File: config.mk
export PLATFORM = sky130hd
export DESIGN_NAME = fetch_unit
export DESIGN_NICKNAME = d
export VERILOG_FILES = /design/src/rtl/fetch_unit_pkg.sv /design/src/rtl/fetch_unit_next_pc_calc.sv /design/src/rtl/fetch_unit.sv
export SDC_FILE = /design/constraint.sdc
export NUM_CORES = 1
export LEC_CHECK = 0
export ABC_AREA = 1
export CAP_MARGIN = 15
export CORE_UTILIZATION = 52
export DETAILED_ROUTE_END_ITERATION = 10
export PLACE_DENSITY = 0.91
export RECOVER_POWER = 50
export REMOVE_ABC_BUFFERS = 1
export SLEW_MARGIN = 0
export SYNTH_ARGS = -nofsm -noshare
export SYNTH_HDL_FRONTEND = slang
export SYNTH_SLANG_ARGS = --single-unit
File: constraint.sdc
create_clock -name clk -period 3.4 [get_ports clk]
set_clock_uncertainty 0.05 [all_clocks]
set_input_delay 0.51 -clock clk [delete_from_list [all_inputs] [get_ports clk]]
set_output_delay 0.51 -clock clk [all_outputs]
set_load 0.01 [all_outputs]
File: src/rtl/fetch_unit_pkg.sv
// Shared definitions for the instruction fetch unit: state encoding,
// decoder opcode constants and the default reset PC.
package fetch_unit_pkg;

  localparam int unsigned XLEN     = 32;
  localparam int unsigned OPC_W    = 6;
  localparam int unsigned STATE_W  = 2;

  localparam logic [STATE_W-1:0] ST_IDLE  = 2'd0;
  localparam logic [STATE_W-1:0] ST_FETCH = 2'd1;
  localparam logic [STATE_W-1:0] ST_VALID = 2'd2;

  localparam logic [OPC_W-1:0] OP_R   = 6'b000000;
  localparam logic [OPC_W-1:0] OP_J   = 6'b000010;
  localparam logic [OPC_W-1:0] OP_JAL = 6'b000011;
  localparam logic [OPC_W-1:0] OP_BEQ = 6'b000100;

  localparam logic [XLEN-1:0] RESET_PC_DEFAULT = 32'h0000_0000;

endpackage

File: src/rtl/fetch_unit_next_pc_calc.sv
// Combinational next-PC selection: jump target, taken branch, or PC+4.
// Jump outranks branch; all arithmetic wraps modulo 2^32.
module next_pc_calc
  import fetch_unit_pkg::*;
(
  input  logic [31:0] PC,
  input  logic [31:0] Instr,
  input  logic        Jump,
  input  logic        Branch,
  input  logic        Zero,
  output logic [31:0] NextPC
);

  logic [31:0] pc4;
  logic [31:0] jump_target;
  logic [31:0] branch_off;
  logic [5:0]  unused_opcode;

  assign unused_opcode = Instr[31:26];
  assign pc4           = PC + 32'd4;
  assign jump_target   = {pc4[31:28], Instr[25:0], 2'b00};
  assign branch_off    = {{14{Instr[15]}}, Instr[15:0], 2'b00};

  always_comb begin
    NextPC = pc4;
    if (Jump) begin
      NextPC = jump_target;
    end else if (Branch && Zero) begin
      NextPC = pc4 + branch_off;
    end
  end

endmodule

File: src/rtl/fetch_unit.sv
// Instruction fetch unit: requests the word at PC, holds it for decode until
// downstream accepts it, then advances PC and counts the retired instruction.
module fetch_unit
  import fetch_unit_pkg::*;
#(
  parameter logic [31:0] RESET_PC = RESET_PC_DEFAULT
) (
  input  logic        clk,
  input  logic        reset,
  output logic        imem_req,
  output logic [31:0] imem_addr,
  input  logic        imem_ready,
  input  logic [31:0] imem_rdata,
  output logic [31:0] Instr,
  output logic [5:0]  Opcode,
  output logic        InstrValid,
  output logic [31:0] PC,
  input  logic        Stall,
  input  logic        Jump,
  input  logic        Branch,
  input  logic        Zero,
  output logic [31:0] InstrCount
);

  logic [STATE_W-1:0] state_q, state_d;
  logic [31:0]        pc_q, pc_d;
  logic [31:0]        instr_q, instr_d;
  logic [31:0]        count_q, count_d;
  logic               req_q, req_d;
  logic               valid_q, valid_d;
  logic [31:0]        next_pc;

  next_pc_calc u_next_pc_calc (
    .PC     (pc_q),
    .Instr  (instr_q),
    .Jump   (Jump),
    .Branch (Branch),
    .Zero   (Zero),
    .NextPC (next_pc)
  );

  always_ff @(posedge clk) begin
    if (reset) begin
      state_q <= ST_IDLE;
      pc_q    <= RESET_PC;
      instr_q <= 32'd0;
      count_q <= 32'd0;
      req_q   <= 1'b0;
      valid_q <= 1'b0;
    end else begin
      state_q <= state_d;
      pc_q    <= pc_d;
      instr_q <= instr_d;
      count_q <= count_d;
      req_q   <= req_d;
      valid_q <= valid_d;
    end
  end

  // Request/valid flags are registered copies of the decoded next state.
  always_comb begin
    state_d = state_q;
    pc_d    = pc_q;
    instr_d = instr_q;
    count_d = count_q;
    case (state_q)
      ST_IDLE: state_d = ST_FETCH;
      ST_FETCH: begin
        if (imem_ready) begin
          instr_d = imem_rdata;
          state_d = ST_VALID;
        end
      end
      ST_VALID: begin
        if (!Stall) begin
          pc_d    = next_pc;
          count_d = count_q + 32'd1;
          state_d = ST_FETCH;
        end
      end
      default: state_d = ST_IDLE;
    endcase
    req_d   = (state_d == ST_FETCH);
    valid_d = (state_d == ST_VALID);
  end

  assign imem_req   = req_q;
  assign imem_addr  = pc_q;
  assign PC         = pc_q;
  assign Instr      = instr_q;
  assign Opcode     = instr_q[31:26];
  assign InstrValid = valid_q;
  assign InstrCount = count_q;

endmodule

# --- Word level (Yosys, flattened, before mapping) ---
# Cells that the tools add are included.
classes:
  addsub: 3
  n_eq_ne: 4
  n_mux: 5
  bitwise: 1
  n_reduce_logical: 4
op_table:
  columns: ["cell", "n"]
  rows:
  - ["$mux 32", 2]
  - ["$add 32x1->32 const B", 1]
  - ["$add 32x3->32 const B", 1]
  - ["$add 32x32->32", 1]
  - ["$pmux 2 s3", 1]
  - ["$eq 2x1->1 const B", 2]
  - ["$eq 2x2->1 const B", 2]
  - ["$mux 2", 2]
  - ["$reduce_and 2->1", 2]
  - ["$logic_not 2->1", 1]
  - ["$logic_and 1x1->1", 1]
  - ["$not 1->1", 1]
word_totals:
  reg_bits: 100
  inputBits: 39
  output_inout_bits: 136
  elab_cells: 23

# --- Logic depth before layout (Yosys ltp) ---
depth:
  word_depth: 4
  mapped_depth: 27
  depth_no_buf: 27

# --- By module ---
# Synthesis repeated with hierarchy kept, for this count alone.
unflattened:
  hier_cells: 1411
  area_unflattened_um2: 8204.1
modules_own_cells:
  columns: ["mod", "instances", "cells_each", "area_each_um2", "seq_area_each_um2"]
  rows:
  - ["fetch_unit", 1, 619, 4394.2, 2001.9]
  - ["next_pc_calc", 1, 792, 3809.9, 0.0]

# --- Least setup slack after synthesis ---
# OpenSTA, ideal clock, no wires.
synth_timing:
  path_kind: "register to register"
  start: "reg pc_q[2], in the netlist PC[2]"
  end: "reg pc_q[31], in the netlist PC[31]"
  setup_time_ns: 0.132
  t_arrival_ns: 2.566
  slack_ns: 0.652
  stages_incl_launch_ff: 25
  period_less_slack_ns: 2.748
  cell_sequence: "dfxtp_1 > ha_1 > nand3_1 > inv_2 > nand2_1 > nor2_2 > nand3_2 > inv_2 > nand3_1 > nand2_1 > inv_1 > ha_1 > nand2_1 > nor2_1 > nand2_1 > inv_1 > nand2_1 > nand2_1 > inv_1 > nand2_1 > nand2_1 > nand3_1 > nand2_1 > nand2_1 > a21oi_1"
synth_between:
  elab_chain_len: 4
synth_rtl:
  columns: ["element", "line", "source"]
  rows:
  - ["start, declared", "fetch_unit.sv:26", "logic [31:0] pc_q, pc_d;"]
  - ["start signal, assigned", "fetch_unit.sv:52", "pc_q <= pc_d;"]
  - ["$add 32x3->32 *", "fetch_unit_next_pc_calc.sv:20", "assign pc4 = PC + 32'd4;"]
  - ["$add 32x32->32", "fetch_unit_next_pc_calc.sv:29", "NextPC = pc4 + branch_off;"]
  - ["$mux 32", "fetch_unit_next_pc_calc.sv:28", "end else if (Branch && Zero) begin"]
  - ["$mux 32 *", "fetch_unit_next_pc_calc.sv:26", "if (Jump) begin"]
# Every way passes the cells marked *; elsewhere a longest branch is shown, timed or not.
# A chain may end at the register's enable or synchronous reset.

# --- Worst setup path in the final report ---
layout_timing:
  start: "reg pc_q[3], in the netlist PC[3]"
  end: "reg pc_q[21], in the netlist PC[21]"
layout_between:
  elab_chain_len: 4
layout_rtl:
  columns: ["element", "line"]
  rows:
  - ["$add 32x3->32 *", "fetch_unit_next_pc_calc.sv:20"]
  - ["$add 32x32->32", "fetch_unit_next_pc_calc.sv:29"]
  - ["$mux 32 *", "fetch_unit_next_pc_calc.sv:28"]
  - ["$mux 32 *", "fetch_unit_next_pc_calc.sv:26"]
# Marked as above.

==> impl_metrics.toml <==
[worst_setup_path]
path_max_fanout = 6
crit_top_cell = "nand2_1"
cp-startpoint = "PC[3]$_SDFFE_PP0P_"
cp-end-kind = "register"
critPathLaunchType = "register"
worst-path-buf-inv = 2
worst_ep_arrival_time_ns = 3.49
cp_slowest_cell = "dfxtp_2"
criticalPathCategory = "register to register"
r2r_start = "PC[3]$_SDFFE_PP0P_"
worstPathCellList = "ha_1 -> nand3_1 -> inv_2 -> nand2_1 -> nor2_2 -> nand2_1 -> xnor2_1 -> ha_1 -> nand2_1 -> nor2_2 -> inv_1 -> nor2_1 -> nand4_1 -> nand4_1 -> nand3_1 -> nand2_1 -> nand2_1 -> a21oi_1"
slowest_delay_ns = 0.41
crit_required_ns = 3.64
cp_top_family = "simple AND/OR/NAND/NOR gates"

[detailed_routing]
drc = 10
ant_nets = 0
wl_um = 26100
dr.pass1.iters = 8
first_iter_violations = 826
via_count = 8843
routedWlPerCell_um = 16.3
vias_per_cell = 5.53

[floorplanning]
coreArea_um2 = 14600
die_h_um = 125
dieArea_um2 = 15600
fp-row-count = 44
die_x_um = 125
start_util = 0.535
io_pins = 175

[hold_path]
worstHoldStart = "InstrCount[21]$_SDFFE_PP0P_"
min_path_type = "register to register"

[global_route]
antenna_found_initial = 0
grt_pass1_wl_um = 41900
globalRoute.totalOverflow = 0
grt_usage = 0.339
grt_max_degree = 46
grt_pass1_vias = 8264

[clock_network]
insertion_delay_ns = 0.36
h-tree-depth = 3
cts_root_buf = "clkbuf_16"
cts_sinks = 98
cts_setup_buffers = 0
cts_buffers = 9
cts_tree = "yes"
cts_max_path_buffers = 2
path_clk_slew_ns = 0.07

[power_and_ir_drop]
clockPowerShare = 0.386
p_int_mw = 1.91
p_leak_nw = 4.50
swShare = 0.297
p_seq_frac = 0.451
power_density_nw_per_um2 = 277
power_frac_comb = 0.163
peakVddDrop_uv = 427
p_switching_mw = 0.808

[synthesis]
synth_top_cell_by_area = "dfxtp_1"
synthCells = 1274
synth_compound_area_frac = 0.143
synth_xor_xnor_area_share = 0.0334
synth_area_per_cell_um2 = 6.15
synthMuxAreaShare = 0
yosysSeqAreaShare = 0.250
synth-simple-area-share = 0.377
synthFlopType = "dfxtp_1"
yosysTopAreaCellShare = 0.250
synth_fa_ha_area_frac = 0.0632
synth_edf_count = 0
synth_area_leaders = "dfxtp_1 25%, nand2_1 17%, a21oi_1 7.3%"
yosys_warnings = 0
synth_seq_cells = 98
synth.distinct_cells = 48
ys_async_sr_fraction = 0
synth_top_family_by_area = "simple AND/OR/NAND/NOR gates"
netlist_area_um2 = 7830

[placement]
post-dp-hpwl_um = 20100
gp_congestion = 1.00
portBuffers = 170
placed_area_um2 = 9530

[final_layout]
syn_to_final_growth_pct = 25.1
antenna_cells = 0
final_area_um2 = 9800
fill_cells = 1277
layout-drive-gt1-share = 0.0721
final-seq-area_um2 = 1970
finalNetCount = 1487
multi_input_area_um2 = 4810

[timing]
timing.final.hold_violations = 0
finalMaxSlewViolations = 0
rsz0062_at_grt = "no"
post-route-period-util = 0.957
period_minus_slack_ns = 3.25
worst_slew_pin_slew_ns = 0.696
setup_tns_ns = 0
setup_viol = 0
relSlewSlack = 0.535
timing.fmax_mhz = 307

[run_status]
violations = "DRC"
status = "finished, violations left"

[flow_run]
cap_violations = 0
-- cell type report --
type	instances	area share
clock buffer	10	0.0244
clock inverter	6	0.00600
inverter	160	0.0613
multi-input combinational	944	0.491
sequential	98	0.201
tap	184	0.0235
timing repair buffer	196	0.193
-- final timing paths --
check / endpoint / cells past startpoint / slack (ns)
max reg2reg: PC[21]$_SDFFE_PP0P_ / 18 / 0.15
min: InstrCount[21]$_SDFFE_PP0P_ / 2 / 0.42
max: PC[21]$_SDFFE_PP0P_ / 18 / 0.15
min reg2reg: InstrCount[21]$_SDFFE_PP0P_ / 2 / 0.42
-- logic make-up after synthesis --
logic type	count (synthesis)
buf+inv	235
compound gates	211
simple gates	661
other cells	1
xor+xnor	29
fa+ha+maj	39
flops	98
-- synthesized netlist by cell type, types with 6 or more instances --
master,instances
buf_4,40
or2_2,8
a21oi_1,115
inv_1,151
nand3_2,6
ha_1,38
xor2_1,17
nor3_2,6
xnor2_1,11
nand4_1,21
nand3_1,77
nor2_1,135
nand3b_1,8
inv_2,7
nand2_1,346
nor2_2,10
nor3_1,15
o21ai_0,59
o21ai_1,13
o211ai_1,8
dfxtp_1,98
o21bai_1,6
clkbuf_1,30
-- registers in the layout, summed over array words and instances, names as in the netlist --
signal and cells:
InstrCount 32, Instr 32, PC 30, state_q 2, InstrValid 1, imem_req 1
-- cell usage in the layout (no fill, tap or decap), types with 8 or more instances in the layout --
master,count
nand4_1,21
o21ai_1,13
xor2_1,17
or2_2,8
xnor2_1,11
a21oi_1,115
nand3b_1,8
dlygate4sd3_1,91
nor2_1,134
clkdlybuf4s50_1,78
nand3_1,79
dfxtp_1,92
ha_1,38
inv_1,151
nor2_2,12
clkbuf_16,9
nand2_1,348
o21ai_0,59
o211ai_1,8
nor3_1,16
buf_4,26
-- worst min-delay path: stages (launching register included) --
cell	delay, ns
dfxtp_1	0.32
inv_1	0.05
a21oi_1	0.05
-- per-layer routing --
layer | wire length, um | GRT usage | vias up
met1 | 10600 | 0.412 | 4002
met4 | 915 | 0.150 | 0
met2 | 12200 | 0.564 | 426
li1 | - | - | 4332
met3 | 2450 | 0.0868 | 83
met5 | 0 | 0 | -
-- power by group through the flow --
stage	Combinational, mW	Clock, mW	Sequential [mW]
6_report	0.444	1.05	1.23
5_1_grt	0.484	1.10	1.23
4_1_cts	0.452	1.06	1.23
3_5_place_dp	0.449	0	1.25
3_3_place_gp	0.441	0	1.25
2_1_floorplan	0.192	0	1.27
-- repair_timing --
item / 4_1_cts / 5_1_grt
gates resized for setup: 0 / 11
hold buffers: 0 / 0
setup endpoints to repair: 0 / 12
-- per-stage QoR --
stage | utilization | hold WS [ns] | power, mW | cells | setup slack (ns)
6_report | 0.669 | 0.419 | 2.72 | 1598 | 0.148
5_1_grt | 0.669 | 0.445 | 2.81 | 1598 | 0.0109
4_1_cts | 0.671 | 0.422 | 2.74 | 1598 | 0.0794
3_5_place_dp | 0.651 | 0.405 | 1.70 | 1582 | 0.116
3_3_place_gp | 0.651 | 0.406 | 1.69 | 1582 | 0.118
2_1_floorplan | - | 0.431 | 1.46 | 1202 | 0.580
Note: power is estimated with default switching activity, not from simulation.
